`config.mk`:
```
export PLATFORM = sky130hd
export DESIGN_NAME = hs4_rx_bridge
export DESIGN_NICKNAME = d
export VERILOG_FILES = /design/src/rtl/hs4_rx_bridge.sv
export SDC_FILE = /design/constraint.sdc
export NUM_CORES = 1
export LEC_CHECK = 0
export ABC_CLOCK_PERIOD_IN_PS = 4300
export BUFFER_PORTS_ARGS = -buffer_cell sky130_fd_sc_hd__buf_2
export CAP_MARGIN = 25
export CORE_MARGIN = 2
export CORE_UTILIZATION = 45
export CTS_CLUSTER_DIAMETER = 120
export CTS_CLUSTER_SIZE = 16
export DETAILED_ROUTE_END_ITERATION = 7
export PLACE_DENSITY_LB_ADDON = 0.2
export SLEW_MARGIN = 20
export SYNTH_ARGS = -nofsm -noshare
export SYNTH_HDL_FRONTEND = slang
export SYNTH_SLANG_ARGS = --single-unit
```
`constraint.sdc`:
```
create_clock -name clk -period 4.3 [get_ports clk]
set_input_delay 0.215 -clock clk [delete_from_list [all_inputs] [get_ports clk]]
set_output_delay 0.215 -clock clk [all_outputs]
set_load 0.005 [all_outputs]
```
`src/rtl/hs4_rx_bridge.sv`:
```
// Bridge from a 4-phase asynchronous micropipeline into a clocked FWFT FIFO.
// req_i is synchronized; ack_o is withheld while the FIFO is full to stall upstream.
module hs4_rx_bridge #(
  parameter int DATA_W      = 32,
  parameter int DEPTH       = 4,
  parameter int SYNC_STAGES = 2
) (
  input  logic                     clk,
  input  logic                     rst,
  input  logic                     req_i,
  input  logic [DATA_W-1:0]        data_i,
  output logic                     ack_o,
  output logic                     out_valid,
  input  logic                     out_ready,
  output logic [DATA_W-1:0]        out_data,
  output logic [$clog2(DEPTH):0]   count_o
);

  localparam int AW = $clog2(DEPTH);
  localparam int CW = AW + 1;

  typedef enum logic {IDLE, ACKED} state_t;

  logic [SYNC_STAGES-1:0] sync_q;
  logic                   req_s;
  state_t                 state_q, state_d;
  logic                   ack_q, ack_d;
  logic [AW-1:0]          wr_ptr_q, wr_ptr_d;
  logic [AW-1:0]          rd_ptr_q, rd_ptr_d;
  logic [CW-1:0]          count_q, count_d;
  logic                   full, push, pop;
  logic [DATA_W-1:0]      mem [DEPTH];

  // Only the first stage ever samples the asynchronous req_i.
  genvar gi;
  generate
    for (gi = 0; gi < SYNC_STAGES; gi++) begin : g_sync
      if (gi == 0) begin : g_first
        always_ff @(posedge clk or posedge rst) begin
          if (rst) sync_q[0] <= 1'b0;
          else     sync_q[0] <= req_i;
        end
      end else begin : g_rest
        always_ff @(posedge clk or posedge rst) begin
          if (rst) sync_q[gi] <= 1'b0;
          else     sync_q[gi] <= sync_q[gi-1];
        end
      end
    end
  endgenerate

  assign req_s = sync_q[SYNC_STAGES-1];
  assign full  = (count_q == CW'(DEPTH));
  assign pop   = (count_q != '0) && out_ready;

  always_comb begin
    state_d = state_q;
    ack_d   = ack_q;
    push    = 1'b0;
    case (state_q)
      IDLE: begin
        if (req_s && !full) begin
          push    = 1'b1;
          ack_d   = 1'b1;
          state_d = ACKED;
        end
      end
      ACKED: begin
        if (!req_s) begin
          ack_d   = 1'b0;
          state_d = IDLE;
        end
      end
      default: begin
        ack_d   = 1'b0;
        state_d = IDLE;
      end
    endcase
  end

  always_comb begin
    wr_ptr_d = push ? wr_ptr_q + AW'(1) : wr_ptr_q;
    rd_ptr_d = pop  ? rd_ptr_q + AW'(1) : rd_ptr_q;
    count_d  = count_q;
    case ({push, pop})
      2'b10:   count_d = count_q + CW'(1);
      2'b01:   count_d = count_q - CW'(1);
      default: count_d = count_q;
    endcase
  end

  always_ff @(posedge clk or posedge rst) begin
    if (rst) begin
      state_q  <= IDLE;
      ack_q    <= 1'b0;
      wr_ptr_q <= '0;
      rd_ptr_q <= '0;
      count_q  <= '0;
    end else begin
      state_q  <= state_d;
      ack_q    <= ack_d;
      wr_ptr_q <= wr_ptr_d;
      rd_ptr_q <= rd_ptr_d;
      count_q  <= count_d;
    end
  end

  // Storage carries no reset so it can map onto plain RAM.
  always_ff @(posedge clk) begin
    if (push) mem[wr_ptr_q] <= data_i;
  end

  assign ack_o     = ack_q;
  assign count_o   = count_q;
  assign out_valid = (count_q != '0);
  assign out_data  = mem[rd_ptr_q];

endmodule

```
# [Word level (Yosys, flattened, before mapping)]
# Memories as Yosys holds them, arrays and structs flattened.
# Index checks and enable logic that the tools add are counted.
[word_totals] out_inout_bits=37 mem_bits_rw=128 mem_count=1 latch_bits=0 word_cells=34 regBits=11 input_bits=36 romBits=0
[memory_table] name="mem" words=4 word_bits=32 rd=1 rd_ports_with_merged_regs=0 write_ports=1 line="32" rtl="logic [DATA_W-1:0] mem [DEPTH];"
[op_classes] addsub=4 reduce_logical=6 eq_ne=5 n_mux=10 n_div=0 bitwise=1 n_lt_le_gt_ge=0 shifts=0 n_mul=0
[op_table] cell="$mux W1" n=7
[op_table] cell="$pmux W3 S2" n=1
[op_table] cell="$add A2 B1 Y2 const B" n=2
[op_table] cell="$ne A2 B2 Y1 const B" n=2
[op_table] cell="$pmux W1 S2" n=2
[op_table] cell="$add A3 B1 Y3 const B" n=1
[op_table] cell="$eq A3 B3 Y1 const B" n=1
[op_table] cell="$reduce_bool A3 Y1" n=1
[op_table] cell="$sub A3 B1 Y3 const B" n=1
[op_table] cell="$eq A2 B1 Y1 const B" n=1
[op_table] cell="$eq A2 B2 Y1 const B" n=1
[op_table] cell="$logic_and A1 B1 Y1" n=2
[op_table] cell="$reduce_and A2 Y1" n=1
[op_table] cell="$reduce_bool A2 Y1" n=1
[op_table] cell="$logic_not A1 Y1" n=1
[op_table] cell="$not A1 Y1" n=1

# [Depth between registers and ports, before layout]
# Gate-level depths: netlist of run 1.
[logic_depth] depth_word=7 mapped_depth=10 ltp_nobuf=9

# [Least setup slack after synthesis of run 1]
# No wires, ideal clock.
[synth_timing] path_kind="register to register" start="register count_q[0], in the netlist count_o[0]" end="register count_q[2], in the netlist count_o[2]" synth_period_minus_slack_ps=2202 path_buffers=1 path_slack_ps=2098 t_required_ps=4221 stages_incl_launch_ff=11 arrival_time_ps=2123 path_cell_list="dfrtp_1 -> or3b_1 -> and3b_1 -> buf_6 -> inv_1 -> ha_1 -> inv_1 -> fa_1 -> xor2_1 -> nor2_1 -> xor2_1"
[synth_via] elab_chain_len=7 word_cells_on_any_way=13 cone_classes="add/sub: 2; eq/ne: 3; mux: 3; reduce/logical: 5"
[synth_lines] item="start, declared" line="30" rtl="logic [CW-1:0] count_q, count_d;"
[synth_lines] item="start signal, assigned" line="104" rtl="count_q <= count_d;"
[synth_lines] item="$eq A3 B3 Y1" line="53" rtl="assign full = (count_q == CW'(DEPTH));"
[synth_lines] item="$logic_not A1 Y1" line="62" rtl="if (req_s && !full) begin"
[synth_lines] item="$logic_and A1 B1 Y1" line="62"
[synth_lines] item="$mux W1" line="62"
[synth_lines] item="$mux W1" line="60" rtl="case (state_q)"
[synth_lines] item="$eq A2 B1 Y1 or $eq A2 B2 Y1 (tied branches)" line="85" rtl="case ({push, pop})"
[synth_lines] item="$pmux W3 S2 or $reduce_bool A2 Y1 (tied branches)"
# Several ways; a longest one is shown, not always the timed one.
# A chain may end at the register's enable or synchronous reset.

# [Worst setup path after layout of run 1]
[layout_timing] start="register rd_ptr_q[0]" end="output out_data[6]"
[layout_via] elab_chain_len=1
[layout_lines] item="start, declared" line="29" rtl="logic [AW-1:0] rd_ptr_q, rd_ptr_d;"
[layout_lines] item="start signal, assigned" line="103" rtl="rd_ptr_q <= rd_ptr_d;"
[layout_lines] item="$mem_v2 Z4 W32"
[layout_lines] item="end, declared" line="15" rtl="output logic [DATA_W-1:0] out_data,"
# Every way passes these cells.

==> flow_summary_export.csv, run 1 <==
group,metric,value,unit
logic_synthesis,ys_seq_elements,139,
global_routing,antenna_found_initial,0,
floorplan,core-area,11320,um2
placement,hpwl,4853,um
min_path,hold_path_startpoint,"data_i[8]",
worst_setup_path,r2r_start,"count_o[0]",
floorplan,initial_core_util,0.4565,
route,vias,2318,
global_routing,grtUsageMet3,0.05905,
worst_setup_path,start_kind,"flip-flop",
floorplan,ios,73,
placement,gp_congestion,0.6515,
logic_synthesis,synth-main-ff-cell,"edfxtp_1",
logic_synthesis,ys_seq_area_frac,0.7971,
power_and_ir_drop,peakVddDrop,348.0,uV
clock_network,cts_buffers,17,
cells_and_area,area_growth,21.55,%
clock_network,hold_buffers,2,
timing,grt_setup_unrepaired,"no",
timing,hold_viol,0,
global_routing,grt_pass1_vias,2551,
timing,finClkSkew,0.007679,ns
logic_synthesis,ys_types,24,
worst_setup_path,cp.required,4.09,ns
route,ant_nets,0,
floorplan,core.rowCount,39,
global_routing,grtUsageMet1,0.1837,
timing,clock.fmax,391.0,MHz
global_routing,top_usage_layer,"met2",
worst_setup_path,r2r_cells,9,
job,maxCapViolations,0,
cells_and_area,drive_gt1_frac,0.4712,
floorplan,die_h,111.2,um
worst_setup_path,crit_chain,"buf_4, mux4_2, buf_2",
outcome,status,"completed",
route,routed_via_density,5.095,
min_path,holdCritPathClass,"in -> reg",
worst_setup_path,cp-startpoint,"rd_ptr_q[0]",
logic_synthesis,synth.avg_cell_area,24.15,um2
clock_network,clk_pin_slew,0.06,ns
floorplan,die_w,111.2,um
logic_synthesis,async_flop_share,0.07914,
clock_network,cts_tree,"done",
worst_setup_path,arrival,2.34,ns
logic_synthesis,synth_edf_count,128,
logic_synthesis,synth-warning-count,0,
timing,slew_headroom,0.3999,
clock_network,cts_root_buf,"clkbuf_16",
route,first_pass_iters,4,
timing,setup_slack,1.743,ns
clock_network,clock-sinks,139,
power_and_ir_drop,power_density,664.3,nW/um2
power_and_ir_drop,leakage,2.228,nW
logic_synthesis,netlist_instances,214,
logic_synthesis,syn_nets,256,
route,wl,8464,um
global_routing,grt_max_degree,34,
timing,tightest_slew,0.9001,ns
min_path,worst_hold_path.num_cells,1,
worst_setup_path,cpPeakStageDelay,0.77,ns
worst_setup_path,ff2ff_setup_slack,1.96,ns
worst_setup_path,endpoint_kind,"output port",
clock_network,post-cts-setup-buffer-count,0,
worst_setup_path,crit_type,"reg -> out",
clock_network,cts_resized,0,
clock_network,htree_num_levels,4,
route,drcViolationCount,0,
clock_network,cts.path.max_buffers,2,
global_routing,gr-usage-all-layers,0.1472,
route,wire_per_inst,18.60,um
global_routing,use_met2,0.2354,
placement,port_buffers,72,
timing,setup_viol,0,
timing,fin_crit_sh,0.5947,
cells_and_area,final_cell_mix,"128 x edfxtp_1, 72 x buf_2, 32 x mux4_2, 17 x clkbuf_16, 9 x dfrtp_1",
placement,post-place-ws,1.934,ns
worst_setup_path,path_max_fanout,19,
min_path,min_to,"mem[3][8]",
floorplan,die-area,12360,um2
logic_synthesis,synth_area,5167,um2
timing,finalMaxSlewViolations,0,
global_routing,grt.overflow.total,0,
worst_setup_path,crit_slowest_cell,"dfrtp_2",
timing,finalSetupTns,0,ns
cells_and_area,final_nets,341,
cells_and_area,antennaDiodeCount,0,
worst_setup_path,r2r_end,"count_o[2]",
global_routing,grt_pass1_wl,13440,um
timing,finalCriticalPeriod,2.557,ns
route,initialDrtViolationCount,86,
cells_and_area,final_common_cell,"edfxtp_1",
clock_network,clk-insertion-delay-late,0.41,ns
## power breakdown
part	switching (W)	leakage (nW)	internal [W]	total, W
Combinational	0.000376	0.652	0.000514	0.000890
Sequential	0.000178	1.29	0.00168	0.00186
Clock	0.000558	0.289	0.000864	0.00142
Total	0.00111	2.23	0.00306	0.00417
## per-stage QoR
stage	cells	hold WS, ns	cell area, um2	util	power, W
floorplan	214	0.06744	5167	-	0.002433
global placement	421	0.2350	5670	0.5009	0.002797
detailed placement	421	0.2454	5670	0.5009	0.002811
CTS	455	0.002563	6281	0.5548	0.004243
global route	455	0.008700	6281	0.5548	0.004382
finish	455	0.02128	6281	0.5548	0.004172
## worst max-delay path: cells and delay by family (launching register included)
family | cells | cell delay [ns]
buf+inv | 2 | 0.59
flops | 1 | 0.77
mux | 1 | 0.58
## area by class of cell
class,count,area (um2)
multi-input combinational,59,975.9
inverter,7,26.28
sequential,139,4121
fill,897,5040
clock buffer,17,425.4
timing repair buffer,75,387.9
tap,143,178.9
clock inverter,15,165.2
## per-layer routing
| layer | part of all wire | wire [um] |
|---|---|---|
| met5 | 0 | 0 |
| met3 | 0.048 | 408 |
| met1 | 0.43 | 3640 |
| met2 | 0.52 | 4363 |
| met4 | 0.0061 | 52 |
## worst max-delay path by stage
stage | to | cells after the start
after floorplan | count_o[2] | 10
after global placement | count_o[2] | 9
after detailed placement | count_o[2] | 9
after CTS | out_data[6] | 3
after global routing | out_data[6] | 3
final | out_data[6] | 3
## registers in the layout, indices dropped and copies added (netlist names)
| name | flops |
|---|---|
| rd_ptr_q | 2 |
| sync_q | 1 |
| ack_o | 1 |
| state_q | 1 |
| count_o | 3 |
| req_s | 1 |
| wr_ptr_q | 2 |
| mem | 128 |
## cells in the mapped netlist (3+ instances only)
cell      number  share of area
xnor2_1        3         0.0051
dfrtp_1       11          0.053
edfxtp_1     128           0.74
xor2_1         3         0.0051
and2_2         3         0.0044
inv_1          7         0.0051
ha_1           5          0.012
clkbuf_1       3         0.0022
mux4_2        32           0.14
buf_2          5         0.0048
## cell families after synthesis
logic type	Yosys count	share of synthesized area
flops	139	0.7971
mux	34	0.1443
buf+inv	16	0.01429
simple gates	10	0.01308
xor+xnor	6	0.01017
fa+ha+maj	6	0.01598
compound gates	3	0.005086
No activity file was read; power rests on OpenSTA's default activity.
==> run 2, diff against run 1 <==
ABC_CLOCK_PERIOD_IN_PS = 2200   (was 4300)
clock period = 2.2 ns   (was 4.3 ns; I/O delays follow)
==> flow_summary_export.csv, run 2 (synthesis results as in run 1) <==
group,metric,value,unit
power_and_ir_drop,peakVddDrop,688.0,uV
cells_and_area,regMostFlops,"mem",
power_and_ir_drop,power.total,0.008210,W
clock_network,cts.path.max_buffers,2,
worst_setup_path,ff2ff_setup_slack,0.12,ns
timing,grt_setup_unrepaired,"no",
cells_and_area,final_cell_mix,"128 x edfxtp_1, 72 x buf_2, 34 x dlygate4sd3_1, 32 x mux4_2, 17 x clkbuf_16",
power_and_ir_drop,power_density,1235,nW/um2
cells_and_area,fin_area,6648,um2
timing,tightest_slew,0.9056,ns
route,ant_nets,0,
floorplan,die-area,12360,um2
worst_setup_path,path_max_fanout,2,
min_path,hold_path_startpoint,"out_ready",
cells_and_area,final_common_cell,"edfxtp_1",
power_and_ir_drop,intPower,0.006092,W
power_and_ir_drop,seq_power_share,0.424,
clock_network,clk-insertion-delay-late,0.40,ns
clock_network,cts_buffers,17,
timing,finalCriticalPeriod,2.082,ns
min_path,min_to,"rd_ptr_q[0]",
power_and_ir_drop,leakage,2.383,nW
cells_and_area,antennaDiodeCount,0,
clock_network,htree_num_levels,4,
placement,post-place-ws,0.008053,ns
route,first_pass_iters,4,
power_and_ir_drop,switching_share,0.2580,
route,initialDrtViolationCount,156,
power_and_ir_drop,p_clk_frac,0.322,
power_and_ir_drop,p_sw,0.002118,W
timing,setup_viol,0,
floorplan,core-area,11320,um2
floorplan,die_w,111.2,um
worst_setup_path,cp.required,2.53,ns
timing,finalSetupTns,0,ns
timing,setup_slack,0.1185,ns
cells_and_area,largest_reg_flops,128,
worst_setup_path,endpoint_kind,"flip-flop",
min_path,worst_hold_path.num_cells,3,
timing,finalMaxSlewViolations,0,
route,wl,8718,um
cells_and_area,area_growth,28.64,%
worst_setup_path,arrival,2.41,ns
cells_and_area,finalNonFillerCells,495,
min_path,holdCritPathClass,"in -> reg",
global_routing,grt_pass1_wl,14030,um
clock_network,cts_root_buf,"clkbuf_16",
global_routing,grt_max_degree,33,
route,wire_per_inst,17.61,um
floorplan,core.rowCount,39,
floorplan,ios,73,
outcome,status,"completed",
placement,gp_congestion,0.7394,
clock_network,clock-sinks,139,
floorplan,initial_core_util,0.4565,
timing,clock.fmax,480.4,MHz
timing,finClkSkew,0.007509,ns
timing,fin_crit_sh,0.9461,
job,maxCapViolations,0,
worst_setup_path,start_kind,"flip-flop",
global_routing,grt.overflow.total,0,
worst_setup_path,r2r_cells,9,
placement,port_buffers,72,
timing,slew_headroom,0.3963,
global_routing,antenna_found_initial,0,
placement,postPlaceCellArea,5720,um2
global_routing,gr-usage-all-layers,0.1533,
floorplan,die_h,111.2,um
worst_setup_path,r2r_end,"count_o[2]",
route,drcViolationCount,0,
cells_and_area,drive_gt1_frac,0.4290,
timing,hold_viol,0,
power_and_ir_drop,p_comb_frac,0.254,
route,vias,2479,
clock_network,cts_tree,"done",
worst_setup_path,crit_type,"reg -> reg",
placement,place_inst,426,
global_routing,grt_pass1_vias,2674,
cells_and_area,final_nets,381,
clock_network,clk_pin_slew,0.06,ns
worst_setup_path,r2r_start,"count_o[1]",
route,routed_via_density,5.008,
placement,hpwl,5125,um
[run 2: changes by cell type in the layout (fill, tap and decap cells not counted)]
cell / change
dlygate4sd3_1: +32
buf_4: +7
clkinv_1: +4
clkinv_4: -4
inv_6: -3
clkbuf_1: +2
buf_12: +1
clkinvlp_4: +1
fa_1: -1
fa_2: +1
ha_1: -1
ha_2: +1
[run 2: critical path, cell delays in order, from the launching register on]
cell and delay, ns:
dfrtp_1 0.37, or3b_1 0.39, and3b_1 0.19, inv_1 0.06, ha_2 0.18, inv_1 0.06, fa_2 0.33, xor2_1 0.14
nor2_1 0.12, xor2_1 0.16
[run 2: timing repair]
item	CTS	global route
resized for setup	0	2
pin swaps	0	3
endpoints found under the hold margin	140	0
hold buffers	34	0
gates cloned	0	0
buffers inserted	1	2
endpoints found under the setup margin	1	58
[run 2: worst max-delay path by stage]
stage | from | to | slack [ns] | cells past startpoint
final | count_o[1] | count_o[2] | 0.12 | 9
after floorplan | count_o[0] | count_o[2] | 0.02 | 10
after detailed placement | count_o[1] | count_o[2] | 0.008 | 9
after global placement | count_o[1] | count_o[2] | 0.06 | 9
after CTS | count_o[2] | count_o[2] | 0.02 | 9
after global routing | count_o[1] | count_o[2] | 0.02 | 9
[run 2: power groups by stage]
stage / Combinational [W] / Sequential (W) / Clock, W
2_1_floorplan: 0.00133 / 0.00343 / 0
3_3_place_gp: 0.00202 / 0.00354 / 0
3_5_place_dp: 0.00204 / 0.00355 / 0
4_1_cts: 0.00212 / 0.00349 / 0.00269
5_1_grt: 0.00229 / 0.00352 / 0.00282
6_report: 0.00209 / 0.00348 / 0.00264
[run 2: final cells by class]
class,instances,area (um2)
inverter,7,26.28
tap,143,178.9
clock inverter,13,126.4
timing repair buffer,115,780.7
multi-input combinational,59,980.9
sequential,139,4121
fill,843,4673
clock buffer,19,432.9
[run 2: routing by layer]
layer | track usage | wire length (um)
met1 | 0.1925 | 3858
met2 | 0.2504 | 4402
met3 | 0.04975 | 340
met4 | 0.05926 | 118
met5 | 0 | 0
[run 2: through the flow]
stage                 util  hold WS, ns
global route        0.5872      0.05251
floorplan                -     -0.03756
global placement    0.5053       0.1168
finish              0.5872      0.06070
detailed placement  0.5053       0.1207
CTS                 0.5854      0.04351
